$ cat src/rtl/decode_operand_forward_unit_if.sv
// Decode operand bus: register-read request, pipeline stage taps and the resolved
// operands / stall status returned to decode.
interface decode_operand_forward_unit_if #(
    parameter int unsigned DATA_WIDTH     = 32,
    parameter int unsigned REG_ADDR_WIDTH = 4,
    parameter int unsigned NUM_READ_PORTS = 2,
    parameter int unsigned OPCODE_WIDTH   = 8
);
    logic                                     i_flush;
    logic [NUM_READ_PORTS*REG_ADDR_WIDTH-1:0] i_rs;
    logic [NUM_READ_PORTS-1:0]                i_rs_used;
    logic [NUM_READ_PORTS*DATA_WIDTH-1:0]     i_rd;

    logic [OPCODE_WIDTH-1:0]                  i_execute_opcode;
    logic [REG_ADDR_WIDTH-1:0]                i_execute_ws;
    logic [DATA_WIDTH-1:0]                    i_execute_data;

    logic [OPCODE_WIDTH-1:0]                  i_memory_opcode;
    logic [REG_ADDR_WIDTH-1:0]                i_memory_ws;
    logic [DATA_WIDTH-1:0]                    i_memory_data;
    logic                                     i_memory_valid;

    logic                                     i_writeback_we;
    logic [REG_ADDR_WIDTH-1:0]                i_writeback_ws;
    logic [DATA_WIDTH-1:0]                    i_writeback_data;

    logic [NUM_READ_PORTS*DATA_WIDTH-1:0]     o_rd;
    logic [2*NUM_READ_PORTS-1:0]              o_fwd_sel;
    logic                                     o_stall;
    logic                                     o_timeout;

    modport master (
        output i_flush, i_rs, i_rs_used, i_rd,
        output i_execute_opcode, i_execute_ws, i_execute_data,
        output i_memory_opcode, i_memory_ws, i_memory_data, i_memory_valid,
        output i_writeback_we, i_writeback_ws, i_writeback_data,
        input  o_rd, o_fwd_sel, o_stall, o_timeout
    );

    modport slave (
        input  i_flush, i_rs, i_rs_used, i_rd,
        input  i_execute_opcode, i_execute_ws, i_execute_data,
        input  i_memory_opcode, i_memory_ws, i_memory_data, i_memory_valid,
        input  i_writeback_we, i_writeback_ws, i_writeback_data,
        output o_rd, o_fwd_sel, o_stall, o_timeout
    );
endinterface

$ cat src/rtl/decode_operand_forward_unit.sv
// Decode-stage operand bypass: youngest-first forwarding from execute/memory/writeback
// plus a load-use stall FSM with a timeout watchdog.
module decode_operand_forward_unit #(
    parameter int unsigned DATA_WIDTH     = 32,
    parameter int unsigned REG_ADDR_WIDTH = 4,
    parameter int unsigned NUM_READ_PORTS = 2,
    parameter int unsigned OPCODE_WIDTH   = 8,
    parameter bit          ZERO_REG       = 1'b1,
    parameter int unsigned TIMEOUT_CYCLES = 15
) (
    input logic i_clk,
    input logic i_reset_n,
    decode_operand_forward_unit_if.slave bus
);
    localparam int unsigned COUNT_W = $clog2(TIMEOUT_CYCLES + 1);

    localparam logic [OPCODE_WIDTH-1:0] OP_LW  = OPCODE_WIDTH'(1);
    localparam logic [OPCODE_WIDTH-1:0] OP_ADD = OPCODE_WIDTH'(3);
    localparam logic [OPCODE_WIDTH-1:0] OP_SUB = OPCODE_WIDTH'(4);

    typedef enum logic {
        IDLE,
        WAIT_LOAD
    } state_t;

    state_t                    state;
    logic [REG_ADDR_WIDTH-1:0] r_pending_ws;
    logic [COUNT_W-1:0]        r_count;
    logic                      r_timeout;

    logic                                 exe_fwd_ok;
    logic                                 exe_is_lw;
    logic                                 mem_fwd_ok;
    logic                                 hazard;
    logic                                 load_release;
    logic                                 count_max;
    logic                                 stall;
    logic [NUM_READ_PORTS*DATA_WIDTH-1:0] fwd_rd;
    logic [2*NUM_READ_PORTS-1:0]          fwd_sel;

    assign exe_fwd_ok = (bus.i_execute_opcode == OP_ADD) || (bus.i_execute_opcode == OP_SUB);
    assign exe_is_lw  = (bus.i_execute_opcode == OP_LW);
    assign mem_fwd_ok = (bus.i_memory_opcode == OP_ADD) || (bus.i_memory_opcode == OP_SUB) ||
                        ((bus.i_memory_opcode == OP_LW) && bus.i_memory_valid);

    // Per-port priority: zero register, then youngest producing stage first.
    always_comb begin
        logic [REG_ADDR_WIDTH-1:0] rs_k;
        fwd_rd  = '0;
        fwd_sel = '0;
        hazard  = 1'b0;
        for (int unsigned k = 0; k < NUM_READ_PORTS; k++) begin
            rs_k = bus.i_rs[k*REG_ADDR_WIDTH +: REG_ADDR_WIDTH];
            if (ZERO_REG && (rs_k == '0)) begin
                fwd_rd[k*DATA_WIDTH +: DATA_WIDTH] = '0;
                fwd_sel[2*k +: 2]                  = 2'd0;
            end else if (exe_fwd_ok && (bus.i_execute_ws == rs_k)) begin
                fwd_rd[k*DATA_WIDTH +: DATA_WIDTH] = bus.i_execute_data;
                fwd_sel[2*k +: 2]                  = 2'd1;
            end else if (mem_fwd_ok && (bus.i_memory_ws == rs_k)) begin
                fwd_rd[k*DATA_WIDTH +: DATA_WIDTH] = bus.i_memory_data;
                fwd_sel[2*k +: 2]                  = 2'd2;
            end else if (bus.i_writeback_we && (bus.i_writeback_ws == rs_k)) begin
                fwd_rd[k*DATA_WIDTH +: DATA_WIDTH] = bus.i_writeback_data;
                fwd_sel[2*k +: 2]                  = 2'd3;
            end else begin
                fwd_rd[k*DATA_WIDTH +: DATA_WIDTH] = bus.i_rd[k*DATA_WIDTH +: DATA_WIDTH];
                fwd_sel[2*k +: 2]                  = 2'd0;
            end

            if (bus.i_rs_used[k] && exe_is_lw && (bus.i_execute_ws == rs_k) &&
                !(ZERO_REG && (rs_k == '0))) begin
                hazard = 1'b1;
            end
        end
    end

    assign load_release = (bus.i_memory_opcode == OP_LW) &&
                          (bus.i_memory_ws == r_pending_ws) && bus.i_memory_valid;
    assign count_max    = (r_count == COUNT_W'(TIMEOUT_CYCLES));

    // Stall is decoded from state so an asynchronous reset drops it immediately.
    always_comb begin
        stall = 1'b0;
        if (!bus.i_flush) begin
            case (state)
                IDLE:      stall = hazard;
                WAIT_LOAD: stall = !load_release && !count_max;
                default:   stall = 1'b0;
            endcase
        end
    end

    always_ff @(posedge i_clk or negedge i_reset_n) begin
        if (!i_reset_n) begin
            state        <= IDLE;
            r_pending_ws <= '0;
            r_count      <= '0;
            r_timeout    <= 1'b0;
        end else if (bus.i_flush) begin
            state   <= IDLE;
            r_count <= '0;
        end else begin
            case (state)
                IDLE: begin
                    if (hazard) begin
                        r_pending_ws <= bus.i_execute_ws;
                        r_count      <= '0;
                        state        <= WAIT_LOAD;
                    end
                end
                WAIT_LOAD: begin
                    if (load_release) begin
                        state <= IDLE;
                    end else if (count_max) begin
                        r_timeout <= 1'b1;
                        state     <= IDLE;
                    end else begin
                        r_count <= r_count + COUNT_W'(1);
                    end
                end
                default: state <= IDLE;
            endcase
        end
    end

    assign bus.o_rd      = fwd_rd;
    assign bus.o_fwd_sel = fwd_sel;
    assign bus.o_stall   = stall;
    assign bus.o_timeout = r_timeout;
endmodule

$ cat src/flat_wrapper.sv
// flat-port wrapper written by rule: the top's interface ports become plain ports
module decode_operand_forward_unit_flat 
#(
    parameter int unsigned DATA_WIDTH     = 32,
    parameter int unsigned REG_ADDR_WIDTH = 4,
    parameter int unsigned NUM_READ_PORTS = 2,
    parameter int unsigned OPCODE_WIDTH   = 8,
    parameter bit          ZERO_REG       = 1'b1,
    parameter int unsigned TIMEOUT_CYCLES = 15
)
  (i_clk, i_reset_n, bus_i_flush, bus_i_rs, bus_i_rs_used, bus_i_rd, bus_i_execute_opcode, bus_i_execute_ws, bus_i_execute_data, bus_i_memory_opcode, bus_i_memory_ws, bus_i_memory_data, bus_i_memory_valid, bus_i_writeback_we, bus_i_writeback_ws, bus_i_writeback_data, bus_o_rd, bus_o_fwd_sel, bus_o_stall, bus_o_timeout);
  decode_operand_forward_unit_if #(.DATA_WIDTH(DATA_WIDTH), .REG_ADDR_WIDTH(REG_ADDR_WIDTH), .NUM_READ_PORTS(NUM_READ_PORTS), .OPCODE_WIDTH(OPCODE_WIDTH)) bus_i ();
  input logic i_clk;
  input logic i_reset_n;
  input wire logic [$bits(bus_i.i_flush)-1:0] bus_i_flush;
  input wire logic [$bits(bus_i.i_rs)-1:0] bus_i_rs;
  input wire logic [$bits(bus_i.i_rs_used)-1:0] bus_i_rs_used;
  input wire logic [$bits(bus_i.i_rd)-1:0] bus_i_rd;
  input wire logic [$bits(bus_i.i_execute_opcode)-1:0] bus_i_execute_opcode;
  input wire logic [$bits(bus_i.i_execute_ws)-1:0] bus_i_execute_ws;
  input wire logic [$bits(bus_i.i_execute_data)-1:0] bus_i_execute_data;
  input wire logic [$bits(bus_i.i_memory_opcode)-1:0] bus_i_memory_opcode;
  input wire logic [$bits(bus_i.i_memory_ws)-1:0] bus_i_memory_ws;
  input wire logic [$bits(bus_i.i_memory_data)-1:0] bus_i_memory_data;
  input wire logic [$bits(bus_i.i_memory_valid)-1:0] bus_i_memory_valid;
  input wire logic [$bits(bus_i.i_writeback_we)-1:0] bus_i_writeback_we;
  input wire logic [$bits(bus_i.i_writeback_ws)-1:0] bus_i_writeback_ws;
  input wire logic [$bits(bus_i.i_writeback_data)-1:0] bus_i_writeback_data;
  output wire logic [$bits(bus_i.o_rd)-1:0] bus_o_rd;
  output wire logic [$bits(bus_i.o_fwd_sel)-1:0] bus_o_fwd_sel;
  output wire logic [$bits(bus_i.o_stall)-1:0] bus_o_stall;
  output wire logic [$bits(bus_i.o_timeout)-1:0] bus_o_timeout;
  assign bus_i.i_flush = bus_i_flush;
  assign bus_i.i_rs = bus_i_rs;
  assign bus_i.i_rs_used = bus_i_rs_used;
  assign bus_i.i_rd = bus_i_rd;
  assign bus_i.i_execute_opcode = bus_i_execute_opcode;
  assign bus_i.i_execute_ws = bus_i_execute_ws;
  assign bus_i.i_execute_data = bus_i_execute_data;
  assign bus_i.i_memory_opcode = bus_i_memory_opcode;
  assign bus_i.i_memory_ws = bus_i_memory_ws;
  assign bus_i.i_memory_data = bus_i_memory_data;
  assign bus_i.i_memory_valid = bus_i_memory_valid;
  assign bus_i.i_writeback_we = bus_i_writeback_we;
  assign bus_i.i_writeback_ws = bus_i_writeback_ws;
  assign bus_i.i_writeback_data = bus_i_writeback_data;
  assign bus_o_rd = bus_i.o_rd;
  assign bus_o_fwd_sel = bus_i.o_fwd_sel;
  assign bus_o_stall = bus_i.o_stall;
  assign bus_o_timeout = bus_i.o_timeout;
  decode_operand_forward_unit #(.DATA_WIDTH(DATA_WIDTH), .REG_ADDR_WIDTH(REG_ADDR_WIDTH), .NUM_READ_PORTS(NUM_READ_PORTS), .OPCODE_WIDTH(OPCODE_WIDTH), .ZERO_REG(ZERO_REG), .TIMEOUT_CYCLES(TIMEOUT_CYCLES)) u_core (.i_clk(i_clk), .i_reset_n(i_reset_n), .bus(bus_i));
endmodule
$ cat config.mk
export PLATFORM = sky130hd
export DESIGN_NAME = decode_operand_forward_unit_flat
export DESIGN_NICKNAME = d
export VERILOG_FILES = /design/src/rtl/decode_operand_forward_unit_if.sv /design/src/rtl/decode_operand_forward_unit.sv /design/src/flat_wrapper.sv
export SDC_FILE = /design/constraint.sdc
export NUM_CORES = 1
export LEC_CHECK = 0
export CORE_MARGIN = 2
export CORE_UTILIZATION = 30
export CTS_BUF_LIST = sky130_fd_sc_hd__clkbuf_16
export DETAILED_ROUTE_END_ITERATION = 7
export GPL_TIMING_DRIVEN = 1
export PLACE_DENSITY = 0.82
export SLEW_MARGIN = 25
export SYNTH_ARGS = -nofsm -noshare
export SYNTH_HDL_FRONTEND = slang
export SYNTH_SLANG_ARGS = --single-unit
$ cat constraint.sdc
create_clock -name i_clk -period 3.8 [get_ports i_clk]
set_clock_uncertainty 0.1 [all_clocks]
set_input_delay 0.76 -clock i_clk [delete_from_list [all_inputs] [get_ports i_clk]]
set_output_delay 0.76 -clock i_clk [all_outputs]
set_load 0.01 [all_outputs]
==> reports/metrics.csv <==
metric,value,unit
status,finished clean,
vdd_ir_drop_max,0.290,mV
synth_nets,722,
synth_adder_area_share,0.377,%
rows,38,
wl,20500,um
final_cells,967,
hold_buffers,0,
dieWidth,109,um
leakagePower,2.82,nW
clockBufferDepth,2,
finalWeightedCongestion,0.970,
vias,5708,
grtUsageMet3,5.92,%
firstDrtPassIters,6,
port_buffers,272,
end_kind,output port,
grt-busiest-layer,met2,
final_area,6960,um2
pwr-share-seq,12.0,%
synth_cells,518,
coreArea,10800,um2
fin_crit,3.80,ns
cts_tree,built,
clk_pin_slew_worst_paths,0.04,ns
worst_pin_slew,0.500,ns
synth_compound_area_share,37.9,%
use_met1,36.6,%
switching_share,34.0,%
vias_per_cell,5.90,
synth_top_family_by_area,simple AND/OR/NAND/NOR gates,
setup_ws,0.00208,ns
ys_top_cells_by_area,"o21ai_0 18%, or3b_1 15%, a211oi_1 14%, nor2_1 7.8%, dfrtp_1 7.5%",
drt-initial-drc-count,410,
hp-class,flop to flop,
route.detailed.drc,0,
synth-xor-area-share,7.64,%
synth_most_common_cell,o21ai_0,
grt_pass1_wl,29600,um
seq_area_frac_synth,7.53,%
nets,1032,
min_period_over_period,99.9,%
crit_slowest_cell,or4_4,
placed_cell_area,6610,um2
crit_top_cell,o21ai_0,
cpPeakStageDelay,0.56,ns
gr-usage-met2,57.2,%
grt_max_degree,25,
clock.fmax,263,MHz
p_total,0.892,mW
cp.required,2.94,ns
overflow,0,
synth_mux_area_share,1.36,%
avgSynthCellArea,6.42,um2
p_int,0.589,mW
cts_buffers,3,
path_class,primary input to output port,
multiInputGateArea,3100,um2
ys_ff_latch,10,
placedCellCount,947,
worstSetupStartpointType,primary input,
cellPowerDensity,128,nW/um2
combPwrFrac,66.5,%
n_antenna_cell,0,
maxSlewHeadroom,66.6,%
regArea,250,um2
die_h,109,um
boundaryPins,273,
synth_cell_types,45,
cts.sinks,10,
htreeDepth,1,
synth_ff_type,dfrtp_1,
drive_gt1_share,21.8,%
cap_violations,0,
post-place-ws,-0.498,ns
clock_latency,0.24,ns
antenna_found_initial,0,
synth.top_cell.area_share,17.9,%
synth_area,3320,um2
cp_top_family,buffers and inverters,
initial_core_util,30.7,%
utilization,64.2,%
yosys_warnings,0,
pwr-share-clk,21.4,%
syn2layout_area_growth,110,%
path_cells,clkdlybuf4s50_1 > or4_4 > nor2_4 > buf_4 > nand3_1 > buf_6 > o21ai_0 > o21ai_0 > dlygate4sd2_1,
synth_top_area_cell,o21ai_0,
synthSimpleGateAreaFrac,39.2,%
p_switching,0.303,mW
worstPathMaxFanout,18,
slew_viol_final,0,
routedWlPerCell,21.2,um
async_reset_ff_share,100,%
cts_root_buffer,clkbuf_16,
synthTopCellsByCount,"119 x o21ai_0, 69 x nor2_1, 64 x a211oi_1",
ant_nets,0,
rsz0062_at_grt,true,
fp.dieArea,11900,um2
fillers,943,
worstPathArrival,2.94,ns
setup_viol,0,
cp_num_buf_inv,4,
synth_edf_count,0,
dp_hpwl,14600,um
grt_pass1_vias,5835,
globalRouteTotalUtil,31.8,%
hold_viol,0,
## kinds of logic (layout without fill, tap and decap cells)
| family | Yosys count | in the layout |
|---|---|---|
| DFF | 10 | 10 |
| adders and majority gates | 1 | 1 |
| buffers and inverters | 48 | 357 |
| muxes | 4 | 4 |
| and+or+nand+nor | 215 | 215 |
| xor gates and xnor gates | 29 | 29 |
| AOI/OAI and AO/OA | 211 | 211 |
## per-layer routing
| metal | wire (um) | vias up |
|---|---|---|
| met3 | 1920 | 83 |
| met1 | 7530 | 2681 |
| met4 | 793 | 0 |
| li1 | - | 2554 |
| met5 | 0 | - |
| met2 | 10300 | 390 |
## power by group through the flow
stage          Clock, mW  Combinational, mW  Sequential, mW
2_1_floorplan          0              0.177           0.109
3_3_place_gp           0              0.595           0.109
3_5_place_dp           0              0.607           0.109
4_1_cts            0.190              0.585           0.107
5_1_grt            0.198              0.629           0.107
6_report           0.191              0.594           0.107
## cell usage in the layout (no fill, tap or decap), types with 3 or more instances in the layout
master	Yosys	routed
a211oi_1	64	51
a211oi_2	0	13
a21boi_0	3	3
a21oi_1	3	3
and3_1	6	4
buf_12	0	8
buf_2	8	24
buf_4	0	54
buf_6	0	10
buf_8	0	6
clkbuf_16	0	4
clkbuf_2	6	13
clkdlybuf4s50_1	0	189
dfrtp_1	10	10
dlygate4sd2_1	0	36
dlymetal6s2s_1	0	6
mux2_2	4	4
nand2_1	38	37
nand3_1	7	6
nand3b_1	3	3
nor2_1	69	68
nor4_2	3	6
o21ai_0	119	91
o21ai_1	11	37
or3b_1	58	58
or3b_2	6	6
xnor2_1	9	5
xnor2_2	0	4
xor2_1	20	18
## worst register-to-register path, stage by stage (launching register included)
cell     delay, ns
dfrtp_1       0.38
xor2_1        0.14
nor3_1        0.32
a21oi_2       0.12
buf_4         0.17
and3_1        0.14
a311o_1       0.29
## state kept, by name (all words and copies together) (netlist names)
| name | flops |
|---|---|
| u_core.r_count | 4 |
| u_core.r_pending_ws | 4 |
| u_core.bus.o_timeout | 1 |
| u_core.state | 1 |
## metrics by stage
| step | hold slack (ns) | setup TNS, ns |
|---|---|---|
| finish | 0.404 | 0 |
| global route | 0.418 | -0.293 |
| CTS | 0.409 | 0 |
| detailed placement | 0.405 | -23.03 |
| global placement | 0.353 | -21.47 |
| floorplan | 0.364 | 0 |
## area by class of cell
| type | instances | area share (%) |
|---|---|---|
| sequential | 10 | 3.59 |
| clock inverter | 1 | 0.0539 |
| timing repair buffer | 353 | 48.2 |
| clock buffer | 3 | 1.08 |
| multi-input combinational | 460 | 44.6 |
| tap | 140 | 2.52 |
## timing repair
item,in CTS,in global routing
gates cloned,2,1
endpoints found under the setup margin,69,59
pin swaps,9,5
buffers inserted,12,1
resized for setup,203,90
## path summary, 6_finish.rpt
kind                                              from                     end  slack, ns  depth (start not counted)
worst max-delay path            bus_i_memory_opcode[5]            bus_o_rd[19]      0.002                          9
worst min-delay path              u_core.bus.o_timeout    u_core.bus.o_timeout       0.40                          1
worst max register to register  u_core.r_pending_ws[2]       u_core.r_count[3]       2.01                          6
worst min register to register    u_core.bus.o_timeout    u_core.bus.o_timeout       0.40                          1
max in group asynchronous                    i_reset_n  u_core.r_pending_ws[0]       2.50                          1
min in group asynchronous                    i_reset_n       u_core.r_count[0]       0.76                          1
(Power assumes the default switching activity.)
==> edit 1 (same settings) <==
`TIMEOUT_CYCLES` is set to 15 in 2 places; all go to 16.
--- a/src/rtl/decode_operand_forward_unit.sv
+++ b/src/rtl/decode_operand_forward_unit.sv
@@ -6,7 +6,7 @@
     parameter int unsigned NUM_READ_PORTS = 2,
     parameter int unsigned OPCODE_WIDTH   = 8,
     parameter bit          ZERO_REG       = 1'b1,
-    parameter int unsigned TIMEOUT_CYCLES = 15
+    parameter int unsigned TIMEOUT_CYCLES = 16
 ) (
     input logic i_clk,
     input logic i_reset_n,
--- a/src/flat_wrapper.sv
+++ b/src/flat_wrapper.sv
@@ -6,7 +6,7 @@
     parameter int unsigned NUM_READ_PORTS = 2,
     parameter int unsigned OPCODE_WIDTH   = 8,
     parameter bit          ZERO_REG       = 1'b1,
-    parameter int unsigned TIMEOUT_CYCLES = 15
+    parameter int unsigned TIMEOUT_CYCLES = 16
 )
   (i_clk, i_reset_n, bus_i_flush, bus_i_rs, bus_i_rs_used, bus_i_rd, bus_i_execute_opcode, bus_i_execute_ws, bus_i_execute_data, bus_i_memory_opcode, bus_i_memory_ws, bus_i_memory_data, bus_i_memory_valid, bus_i_writeback_we, bus_i_writeback_ws, bus_i_writeback_data, bus_o_rd, bus_o_fwd_sel, bus_o_stall, bus_o_timeout);
   decode_operand_forward_unit_if #(.DATA_WIDTH(DATA_WIDTH), .REG_ADDR_WIDTH(REG_ADDR_WIDTH), .NUM_READ_PORTS(NUM_READ_PORTS), .OPCODE_WIDTH(OPCODE_WIDTH)) bus_i ();
Check against the original RTL: no difference found for any inputs over 4 cycles, from zero or initial values and one cycle with i_reset_n low; that may be too few to reach the edited logic, so the function may still have changed.
==> edit 1 against the original RTL <==
Wire length down 11%. Sequential cell count rose by 1. Largest cell class unchanged. Critical path type unchanged. Synthesized area shrank 2.3%. Count of clock-buffer cells in the layout unchanged. Critical path depth is 1 lower. Worst setup slack better by 0.0045 ns. Register-to-register slack got worse by 0.06 ns. Final area fell by 3.5%. Power fell by 5.0%.
==> edit 1: results (changes against the original RTL) <==
| Metric | Value |
|---|---|
| Initial drt markers | 414 (+0.98%) |
| Skew-Pair Late Insertion Delay | 0.23 ns |
| Net switching power | 260.2 uW (-14%) |
| # H-tree levels | 1 (unchanged) |
| Outcome | complete, no violations |
| Dpl hpwl | 13510 um (-7.7%) |
| CP max stage delay | 0.67 ns (+0.11 ns) |
| Hold_ws | 0.3620 ns (-0.04172 ns) |
| R2r setup slk | 1.95 ns (-0.06 ns) |
| Fill count | 874 (-7.3%) |
| M1 WL | 6581 um (-13%) |
| CP Max Fanout | 4 (-14) |
| Clk buf depth | 2 (unchanged) |
| Tot GR Track Use | 29.08% (-2.7 points) |
| Worst IR Drop VDD | 0.3829 mV (+32%) |
| GPL Wtd Cong | 0.9367 (-3.4%) |
| Path type of the worst min-delay path | reg -> reg |
| Post-synthesis sequential area ratio | 8.475% (+0.94 points) |
| First-pass DRT Iterations | 5 (-1) |
| Met2 wire length | 9174 um (-11%) |
| Async set or reset register ratio after synthesis | 100.0% (unchanged) |
| Post-synth top cells | nand3_1, nand4_1, o211ai_1 |
| Synth Flop Type | dfrtp_1 |
| WL met3 | 1819 um (-5.5%) |
| Vias in the first global route | 5313 (-8.9%) |
| Highest-delay cell along the critical path | or4_2 |
| Mapped Nets | 643 (-11%) |
| Initial antenna violation count | 0 (unchanged) |
| IO Port Bufs | 272 (unchanged) |
| Top Layer Used | met4 |
| Slew HR | 64.20% (-2.4 points) |
| Crit path max-delay family | simple AND/OR/NAND/NOR gates |
| Yosys Warn Count | 0 (unchanged) |
| Final Routed Wirelength | 18260 um (-11%) |
| Synth unique cells | 41 (-8.9%) |
| Leak pwr | 0.002402 uW (-15%) |
| Cell Area, Placed | 0.006386 mm2 (-3.4%) |
| Global-route wire length before repair | 27140 um (-8.3%) |
| Largest net degree at the start of global routing | 37 (+48%) |
| CTS Buf Count | 3 (unchanged) |
| Clk root buf | clkbuf_16 |
| Vias per cell | 5.917 (+0.25%) |
| NumNets Final | 941 (-8.8%) |
| Fraction of layout cells with a size suffix above 1 | 16.46% (-5.3 points) |
| Regs by FF count | u_core.r_count (5), u_core.r_pending_ws (4) |
| Synth top area cells | mux2i_1, o211ai_1, nand4_1, nand3_1, dfrtp_1 |
| Crit path arrival time | 2.93 ns (about the same) |
| ANT cells | 0 (unchanged) |
| Clk slew on worst S/H paths | 0.04 ns (about the same) |
[edit 1: metrics by stage]
| stage | util [%] | total power (uW) | worst slack [ns] | instances |
|---|---|---|---|---|
| 2_1_floorplan | - | 283.5 | 0.5705 | 438 |
| 3_3_place_gp | 61.31 | 673.6 | -0.4246 | 848 |
| 3_5_place_dp | 61.31 | 684.0 | -0.4688 | 848 |
| 4_1_cts | 64.19 | 849.1 | 0.001237 | 871 |
| 5_1_grt | 64.52 | 885.7 | -0.09558 | 871 |
| 6_report | 64.52 | 848.1 | 0.006551 | 871 |
[edit 1: cell families after synthesis]
| family | share of synthesized area [%] |
|---|---|
| AND/OR/NAND/NOR | 35.48 |
| AO/OA/AOI/OAI | 18.18 |
| multiplexers | 21.11 |
| buffers and inverters | 8.436 |
| XOR/XNOR | 7.550 |
| flip-flops | 8.474 |
| adder cells (fa/ha/maj) | 0.7703 |
[edit 1: path summary, 6_finish.rpt]
check / startpoint / to / cells after the start
worst max register to register: u_core.r_pending_ws[1]$_DFFE_PN0P_ / u_core.r_count[2]$_DFFE_PN0P_ / 7
min in group asynchronous: i_reset_n / u_core.r_count[1]$_DFFE_PN0P_ / 1
worst max-delay path: bus_i_rs[6] / bus_o_stall / 8
worst min-delay path: u_core.bus.o_timeout$_DFFE_PN0P_ / u_core.bus.o_timeout$_DFFE_PN0P_ / 2
max in group asynchronous: i_reset_n / u_core.r_pending_ws[3]$_DFFE_PN0P_ / 1
worst min register to register: u_core.bus.o_timeout$_DFFE_PN0P_ / u_core.bus.o_timeout$_DFFE_PN0P_ / 2
[edit 1: cell type report]
| cell class | instances | area, um2 | share of cell area, % |
|---|---|---|---|
| timing repair buffer | 342 | 3421 | 50.90 |
| inverter | 3 | 11.26 | 0.1676 |
| multi-input combinational | 375 | 2764 | 41.13 |
| clock inverter | 1 | 3.754 | 0.05586 |
| sequential | 11 | 275.3 | 4.096 |
| clock buffer | 3 | 75.07 | 1.117 |
| tap | 136 | 170.2 | 2.532 |
[edit 1: power by group through the flow]
stage / Sequential [uW] / Clock [uW] / Combinational, uW
after global routing: 118 / 195 / 572
final: 118 / 186 / 544
after CTS: 118 / 190 / 541
after detailed placement: 120 / 0 / 564
after floorplan: 120 / 0 / 164
after global placement: 120 / 0 / 554
[edit 1: layer usage]
| layer | vias to the layer above | global-route usage, % |
|---|---|---|
| li1 | 2353 | - |
| met1 | 2377 | 34.00 |
| met2 | 369 | 52.29 |
| met3 | 55 | 5.485 |
| met4 | 0 | 11.17 |
| met5 | - | 0 |
[edit 1: what timing repair did]
item | CTS | global route
pin swaps | 13 | 8
cloned | 5 | 1
gates resized for setup | 163 | 14
setup endpoints to repair | 69 | 61
setup buffers | 14 | 0
==> edit 2 (same flow settings) <==
Without the edit above. Make the reset (`i_reset_n`) synchronous in one clocked block. Comments in the files are not updated.
--- a/src/rtl/decode_operand_forward_unit.sv
+++ b/src/rtl/decode_operand_forward_unit.sv
@@ -91,7 +91,7 @@
         end
     end
 
-    always_ff @(posedge i_clk or negedge i_reset_n) begin
+    always_ff @(posedge i_clk) begin
         if (!i_reset_n) begin
             state        <= IDLE;
             r_pending_ws <= '0;
Function: differs if i_reset_n is asserted again (counterexample within 4 cycles, from zero or initial values and one cycle with i_reset_n low); with i_reset_n held inactive, the same outputs for 4 cycles.
==> edit 2 against the original RTL <==
Sequential share of layout area decreased by 0.76 points. Clock power decreased by 3%. Hold slack got worse by 0.026 ns. First-iteration DRC count increased by 77%. Final area increased by 1.5%. Synthesized area increased by 4.6%. Largest cell class unchanged. Global-route usage decreased by 1.0 points. Highest routed layer unchanged. Via count increased by 8.2%. Sequential cell count unchanged. Worst setup slack improved by 0.044 ns. Power increased by 9.1%. Wire length increased by 2.5%.
==> edit 2: results (changes against the original RTL) <==
| Metric | Value |
|---|---|
| IO Port Bufs | 272 (unchanged) |
| Crit path arrival time | 2.89 ns (-0.05 ns) |
| Async set or reset register ratio after synthesis | 0% (-100 points) |
| Cell Area, Placed | 0.006665 mm2 (+0.83%) |
| Crit path launch | bus_i_rs[1] |
| Post-synthesis sequential area ratio | 5.760% (-1.8 points) |
| FMAX | 266.4 MHz (+1.2%) |
| First-pass DRT Iterations | 8 (+2) |
| Clk power | 186 uW (-3%) |
| Slew HR | 66.50% (-0.074 points) |
| Synth top area cells | a311oi_1, a21o_1, nor4_1, nand3_1, o21ai_0 |
| Reg-to-Reg Start | u_core.r_pending_ws[2]$_SDFFE_PN0P_ |
| Vias in the first global route | 6028 (+3.3%) |
| Post-synth top cells | nand3_1, nor4_1, o21ai_0 |
| CP Max Fanout | 5 (-13) |
| Outcome | complete, no violations |
| R2r setup slk | 1.95 ns (-0.06 ns) |
| Leak pwr | 0.002805 uW (-0.63%) |
| Hold endpoint | u_core.bus.o_timeout$_SDFFE_PN0P_ |
| Pre-CTS WS | -0.4166 ns (+0.08156 ns) |
| Synth Flop Type | dfxtp_1 |
| Tot GR Track Use | 30.76% (-1.0 points) |
| Global-route wire length before repair | 31640 um (+6.8%) |
| Area Overhead vs Synth | 103.4% |
| GPL Wtd Cong | 0.9278 (-4.3%) |
| Initial drt markers | 725 (+77%) |
| Synth unique cells | 49 (+8.9%) |
| Switching share of power | 35.92% (+1.9 points) |
| Critical hold path startpoint | u_core.bus.o_timeout$_SDFFE_PN0P_ |
| Capturing point of the worst reg2reg path | u_core.r_count[3]$_SDFFE_PP0P_ |
| Vias per cell | 6.388 (+8.2%) |
| Sequential share of power | 10.8% (-1.2 points) |
| Fraction of layout cells with a size suffix above 1 | 23.42% (+1.7 points) |
| Highest-delay cell along the critical path | clkdlybuf4s50_1 |
| Largest net degree at the start of global routing | 47 (+88%) |
| NumNets Final | 1030 (-0.19%) |
## edit 2: changes by cell type in the layout (fill, tap and decap cells not counted), moves of 26 or more
| cell | unedited run | this run |
|---|---|---|
| nor2_1 | 68 | 6 |
| a21o_1 | 0 | 64 |
| o21ai_0 | 91 | 65 |
| nor4_1 | 0 | 66 |
| a311oi_1 | 0 | 48 |
| nand3_1 | 6 | 69 |
| o21ai_1 | 37 | 0 |
| a211oi_1 | 51 | 1 |
| or3b_1 | 58 | 0 |
## edit 2: what timing repair did
item                       in CTS  in global routing
pin swaps                      11                  5
setup buffers                  28                  1
gates resized for setup       264                 27
gates cloned                    3                  1
setup endpoints to repair      69                 58
## edit 2: per-layer routing
| layer | global-route usage [%] | share of wire, % |
|---|---|---|
| met4 | 14.49 | 5.1 |
| met3 | 6.260 | 10 |
| met5 | 0 | 0 |
| met1 | 36.59 | 37 |
| met2 | 52.97 | 48 |
## edit 2: cell families after synthesis
group	after synthesis	synth area share, %
compound gates	217	44.67
xor+xnor	28	7.056
fa+ha+maj	1	0.3599
buf+inv	72	9.935
flops	10	5.759
mux	4	1.152
simple gates	186	31.07
## edit 2: through the flow
| step | instances | hold WS (ns) |
|---|---|---|
| after floorplan | 518 | 0.3505 |
| after global placement | 931 | 0.3511 |
| after detailed placement | 931 | 0.3748 |
| after CTS | 965 | 0.3874 |
| after global routing | 967 | 0.4044 |
| final | 967 | 0.3772 |
## edit 2: area by class of cell
cell class                 instances  area share (%)
timing repair buffer             373           50.23
multi-input combinational        436           43.24
sequential                        10           2.832
tap                              143           2.531
clock buffer                       3           1.062
inverter                           2          0.1062
## edit 2: worst reg2reg max path, cell delays in order, from the launching register on
cell      delay (ns)
dfxtp_1         0.33
xnor2_1         0.14
nand4_1         0.18
o31ai_1         0.13
buf_4           0.18
or4_1           0.48
a211oi_1        0.23
